--- src/rtl/mem_port_arbiter.sv ---
// ============================================================================
// mem_port_arbiter : shares single-ported memory between CPU and one device
// Revision: 1.0
// ============================================================================
`default_nettype none

module mem_port_arbiter #(
  parameter int          RD_LATENCY   = 1,
  parameter int          WAIT_W       = 8,
  parameter int unsigned STARVE_LIMIT = 64
) (
  input  logic              clk,
  input  logic              reset,
  input  logic              cpu_mem_rd,
  input  logic              cpu_mem_wr,
  input  logic [15:0]       cpu_mem_addr,
  input  logic [15:0]       cpu_mem_wrdata,
  output logic [15:0]       cpu_mem_rddata,
  input  logic              dev_req,
  input  logic              dev_we,
  input  logic [15:0]       dev_addr,
  input  logic [15:0]       dev_wrdata,
  output logic              dev_gnt,
  output logic [15:0]       dev_rddata,
  output logic              dev_rvalid,
  output logic              mem_rd,
  output logic              mem_wr,
  output logic [15:0]       mem_addr,
  output logic [15:0]       mem_wrdata,
  input  logic [15:0]       mem_rddata,
  output logic [WAIT_W-1:0] wait_cnt,
  output logic [WAIT_W-1:0] max_wait,
  output logic              dev_starved
);

  logic                  w_cpu_act;
  logic                  w_dev_sel;
  logic                  w_dev_rd_issue;
  logic [WAIT_W-1:0]     w_wait_inc;
  logic [RD_LATENCY-1:0] r_owner_pipe;
  logic [WAIT_W-1:0]     r_wait_cnt;
  logic [WAIT_W-1:0]     r_max_wait;

  // The CPU cannot be stalled, so the device only ever sees idle CPU cycles.
  assign w_cpu_act      = cpu_mem_rd | cpu_mem_wr;
  assign w_dev_sel      = ~reset & ~w_cpu_act & dev_req;
  assign w_dev_rd_issue = w_dev_sel & ~dev_we;

  always_comb begin
    mem_rd     = cpu_mem_rd;
    mem_wr     = cpu_mem_wr;
    mem_addr   = cpu_mem_addr;
    mem_wrdata = cpu_mem_wrdata;
    if (w_dev_sel) begin
      mem_rd     = ~dev_we;
      mem_wr     = dev_we;
      mem_addr   = dev_addr;
      mem_wrdata = dev_wrdata;
    end
  end

  assign dev_gnt        = w_dev_sel;
  assign cpu_mem_rddata = mem_rddata;
  assign dev_rddata     = mem_rddata;

  // One bit per cycle marks a device read; the last stage lines up with its data.
  generate
    if (RD_LATENCY == 1) begin : g_pipe_one
      always_ff @(posedge clk) begin
        if (reset) begin
          r_owner_pipe <= '0;
        end else begin
          r_owner_pipe <= w_dev_rd_issue;
        end
      end
    end else begin : g_pipe_multi
      always_ff @(posedge clk) begin
        if (reset) begin
          r_owner_pipe <= '0;
        end else begin
          r_owner_pipe <= {r_owner_pipe[RD_LATENCY-2:0], w_dev_rd_issue};
        end
      end
    end
  endgenerate

  assign dev_rvalid = r_owner_pipe[RD_LATENCY-1];

  assign w_wait_inc = (&r_wait_cnt) ? r_wait_cnt : r_wait_cnt + 1'b1;

  always_ff @(posedge clk) begin
    if (reset) begin
      r_wait_cnt <= '0;
      r_max_wait <= '0;
    end else if (dev_req & ~w_dev_sel) begin
      r_wait_cnt <= w_wait_inc;
      if (w_wait_inc > r_max_wait) begin
        r_max_wait <= w_wait_inc;
      end
    end else begin
      r_wait_cnt <= '0;
    end
  end

  assign wait_cnt    = r_wait_cnt;
  assign max_wait    = r_max_wait;
  assign dev_starved = 32'(r_wait_cnt) >= STARVE_LIMIT;

endmodule

`default_nettype wire

--- config.mk ---
export PLATFORM = sky130hd
export DESIGN_NAME = mem_port_arbiter
export DESIGN_NICKNAME = d
export VERILOG_FILES = /design/src/rtl/mem_port_arbiter.sv
export SDC_FILE = /design/constraint.sdc
export NUM_CORES = 1
export LEC_CHECK = 0
export CAP_MARGIN = 20
export CORE_MARGIN = 2
export CORE_UTILIZATION = 31
export CTS_CLUSTER_SIZE = 20
export DETAILED_ROUTE_END_ITERATION = 8
export GPL_ROUTABILITY_DRIVEN = 1
export PLACE_DENSITY_LB_ADDON = 0.08
export SLEW_MARGIN = 20
export SYNTH_ARGS = -nofsm -noshare
export SYNTH_HDL_FRONTEND = slang
export SYNTH_SLANG_ARGS = --single-unit
--- constraint.sdc ---
create_clock -name clk -period 4.7 [get_ports clk]
set_input_delay 0.94 -clock clk [delete_from_list [all_inputs] [get_ports clk]]
set_output_delay 0.94 -clock clk [all_outputs]
set_load 0.005 [all_outputs]
Yosys cells after proc, flatten, opt, wreduce, memory -nomap -nowiden
Cells that the tools add are included.
Cells by class
  $add $sub $neg: 1
  reduce and logical (&&, ||, !) cells: 3
  $lt $le $gt $ge: 2
  multiplexer cells: 5
  bitwise gates (word level): 10
Operators with widths (number)
  2-to-1 mux 16 bit: 2
  adder 8 x 1 -> 8 bit (second input constant): 1
  greater-or-equal comparator 8 x 7 -> 1 bit (second input constant): 1
  greater-than comparator 8 bit: 1
  2-to-1 mux 8 bit: 1
  AND reduction 8 bit: 1
  inverter 1 bit: 5
  bitwise AND 1 bit: 4
  2-to-1 mux 1 bit: 2
  AND reduction 2 bit: 1
  OR reduction 2 bit: 1
  OR 1 bit: 1
Storage, ports and cells
  input bits: 86
  logic and storage cells: 24
  flip-flop bits (word level): 17
  output and inout bits: 85

Depth between registers and ports, before layout
  depth after elaboration: 8
  mapped depth: 11
  mapped depth without buffers: 11

Worst setup path after synthesis
Ideal clock, no wire load.
  path type: input port to output port
  start point: input reset
  end point: output mem_addr[10]
  data arrival time: 2.111 ns
  required time: 3.760 ns
  path buffers: 2
  path slack: 1.649 ns
  stages on the path: 5
  path through: buf_2 -> nor2b_1 -> nor3b_4 -> buf_4 -> mux2_2
On the way
  word-level cells in the longest chain between the ends: 4
RTL lines
  start: declaration: RTL line 13  | input logic reset,
  inverter 1 bit: RTL line 46  | assign w_dev_sel = ~reset & ~w_cpu_act & dev_req;
  bitwise AND 1 bit (2 in series): RTL line 46
  via dev_gnt: RTL line 23  | output logic dev_gnt,
  2-to-1 mux 16 bit: RTL line 54  | if (w_dev_sel) begin
  end: declaration: RTL line 28  | output logic [15:0] mem_addr,
The timed path passes the listed nets, and every way through them passes these cells.

Worst setup path after layout
  start point: input reset
  end point: output mem_wrdata[13]
On the way
  word-level cells in the longest chain between the ends: 4
RTL lines
  inverter 1 bit: RTL line 46
  bitwise AND 1 bit (2 in series): RTL line 46
  2-to-1 mux 16 bit: RTL line 54
  end: declaration: RTL line 29  | output logic [15:0] mem_wrdata,
No other way between the ends.

==> metrics.csv <==
stage,metric,value,unit
route,drt via density,4.84,
route,First DRT Iteration DRCs,28,
layout,Final Cell Area,2710,um2
sta,Final Hold Vio Count,0,
placed_design,worst slack at placement,0.549,ns
global_route,GRT overflow,0,
logic_synthesis,Synth Instances,186,
power,maximum VDD drop,90.9,uV
logic_synthesis,"Seq/Total Area, Yosys",21.0,%
logic_synthesis,syn nets,281,
clock_tree,Post-CTS Hold Buffers,0,
power,P_int,0.334,mW
sta,Slew headroom,52.7,%
route,drt wl/cell,15.0,um
logic_synthesis,synthesized area,1620,um2
critical_path,"slowest stage delay, CP",0.58,ns
logic_synthesis,"FF+latch count, synth",17,
logic_synthesis,Ys Warns,0,
die,core area,5070,um2
route,DR WL met2,2450,um
critical_path,Critical Path AT,3.19,ns
power,Reg power frac,33.8,%
route,post-route antenna net violation count,0,
die,io pins,171,
layout,Inserted Diodes,0,
route,vias post-DR,1675,
route,drt total wl,5190,um
clock_tree,Post-CTS Setup Inserts,0,
critical_path,CP Launch Type,input pin,
placed_design,RePlAce Congestion,0.813,
route,metal3 WL,564,um
placed_design,Buffers on Ports,122,
job,Max Cap Viol,0,
critical_path,CP required,3.76,ns
sta,Max Fclk,242,MHz
clock_tree,H-tree depth,1,
hold_path,Hold Crit Class,reg2reg,
global_route,gr usage total,17.4,%
sta,worst slew pin tran,0.704,ns
placed_design,dpl hpwl,4340,um
route,M1 WL,2130,um
clock_tree,TritonCTS clock tree,built,
critical_path,crit-path max FO,35,
layout,share of cells above drive strength 1,15.6,%
die,die width,76.3,um
sta,post-layout min period,4.13,ns
power,clock power share,24.3,%
clock_tree,CTS Sinks,17,
die,FP Rows,26,
power,power density cells,169,nW/um2
sta,crit share post-route,87.9,%
power,Comb power frac,41.9,%
placed_design,Placement Cell Area,2660,um2
power,switching share of power,27.1,%
logic_synthesis,"EDFF count, synth",0,
logic_synthesis,Syn Area/Cell,8.70,um2
clock_tree,total CTS buffers,3,
clock_tree,"CTS clk-pin slew, worst paths",0.07,ns
sta,Final WS setup,0.568,ns
logic_synthesis,Main synth FF type,dfxtp_1,
clock_tree,CTS root buffer,clkbuf_8,
sta,clock skew,0.00125,ns
layout,P&R area growth vs syn,67.2,%
route,DR pass1 iterations,4,
clock_tree,cts repair resizes,0,
critical_path,Crit. End Element,primary output,
route,top layer used by detailed routing,met4,
sta,Fin Setup TNS,0,ns
clock_tree,"Clk Latency, worst-skew pair",0.25,ns
sta,RSZ-0062 raised after global routing,false,
global_route,initial antenna violation count,0,
logic_synthesis,post-synthesis cell type count,34,
run_status,status,finished clean,
die,die area,5820,um2
layout,nets,372,
critical_path,WS Path Type,in2out,
sta,final setup vio count,0,
die,Starting Density,31.9,%
sta,Max Slew Vio Count,0,
global_route,first-pass GRT wire length,8470,um
logic_synthesis,async set-reset flop share out of synthesis,0,%
power,P_sw,0.125,mW
global_route,number of global-route vias before repair,1664,
die,Die Ht,76.3,um
global_route,largest net degree at the start of global routing,36,
critical_path,"most used cell, CP",clkdlybuf4s50_1,
power,Lkg Pwr,1.00,nW
clock_tree,deepest clock path buffer count,2,
critical_path,crit path cell chain,clkdlybuf4s50_1 -> nor2b_1 -> nor3b_4 -> buf_4 -> mux2_2 -> clkdlybuf4s50_1,
route,# DRC,0,
critical_path,CP max stage cell,clkdlybuf4s50_1,
-- sequential cells by signal, indices dropped and copies added (netlist names) --
| name | count |
|---|---|
| dev_rvalid | 1 |
| max_wait | 8 |
| wait_cnt | 8 |
-- kinds of logic after synthesis --
| kind of cell | synth area share (%) |
|---|---|
| buf+inv | 19.4 |
| flops | 21.0 |
| compound gates | 14.8 |
| simple gates | 14.5 |
| mux | 22.9 |
| xor+xnor | 0.541 |
| fa+ha+maj | 6.96 |
-- placed cells by master, fill, tap and decap left out, types with 2 or more instances in the layout --
cell type and instances:
clkdlybuf4s50_1 122, mux2_2 32, a21oi_1 17, dfxtp_1 17
inv_1 11, ha_1 9, nand3_1 7, nor2_1 6
o21ai_0 6, a31oi_1 4, nand2_1 4, nor3_1 3
or2_2 3, or3_1 3, a211oi_1 3, clkbuf_8 3
and2_1 2, and3_1 2, a21o_1 2, nor2b_1 2
o2111ai_1 2, nand4_1 2, o2111a_1 2
-- power groups by stage --
stage / sequential [mW] / clock (mW) / combinational (mW)
after floorplan: 0.158 / 0 / 0.0908
after global placement: 0.159 / 0 / 0.193
after detailed placement: 0.159 / 0 / 0.193
after CTS: 0.155 / 0.116 / 0.194
after global routing: 0.156 / 0.120 / 0.210
final: 0.155 / 0.112 / 0.192
-- per-layer routing --
layer	track usage, %	vias to the layer above
li1	-	818
met1	21.4	749
met2	29.1	104
met3	7.23	4
met4	2.55	0
met5	0	-
-- critical path: cells and delay by family --
kind	cells	cell delay, ns
AND/OR/NAND/NOR	2	0.40
multiplexers	1	0.38
buffers and inverters	3	1.46
-- synthesized netlist by cell type, drive strengths merged, types with 2 or more instances --
cell | n | area share (%)
dfxtp | 17 | 21
nor2 | 6 | 1.4
or3 | 3 | 1.2
ha | 9 | 7.0
mux2 | 32 | 22
a31oi | 4 | 1.5
or2 | 3 | 1.2
inv | 11 | 2.6
nand4 | 3 | 1.5
nand3 | 8 | 2.8
nor3 | 3 | 0.93
o2111ai | 2 | 1.1
buf | 36 | 17
o21ai | 7 | 2.2
nor2b | 2 | 0.77
a21oi | 17 | 5.3
o2111a | 2 | 1.4
and3 | 3 | 1.5
a21o | 2 | 0.93
a211oi | 3 | 1.4
and2 | 2 | 0.77
nand2 | 4 | 0.93
-- per-stage QoR --
stage	hold slack, ns	total power [mW]	cells	utilization [%]
after floorplan	0.483	0.249	186	-
after global placement	0.484	0.351	342	52.5
after detailed placement	0.492	0.351	342	52.5
after CTS	0.503	0.466	346	53.4
after global routing	0.525	0.486	346	53.4
final	0.493	0.459	346	53.4
-- cell type report --
class,instances,area [um2]
clock buffer,4,45.0
tap,70,87.6
sequential,17,340
fill,511,2370
timing repair buffer,123,1230
multi-input combinational,121,965
inverter,11,41.3
-- path summary, 6_finish.rpt --
check | startpoint | to | slack (ns) | cells past startpoint
worst max register to register | wait_cnt[0] | max_wait[7] | 1.74 | 10
worst min-delay path | max_wait[6] | max_wait[6] | 0.49 | 2
worst min register to register | max_wait[6] | max_wait[6] | 0.49 | 2
worst max-delay path | reset | mem_wrdata[13] | 0.57 | 6
No activity file was read; power rests on OpenSTA's default activity.
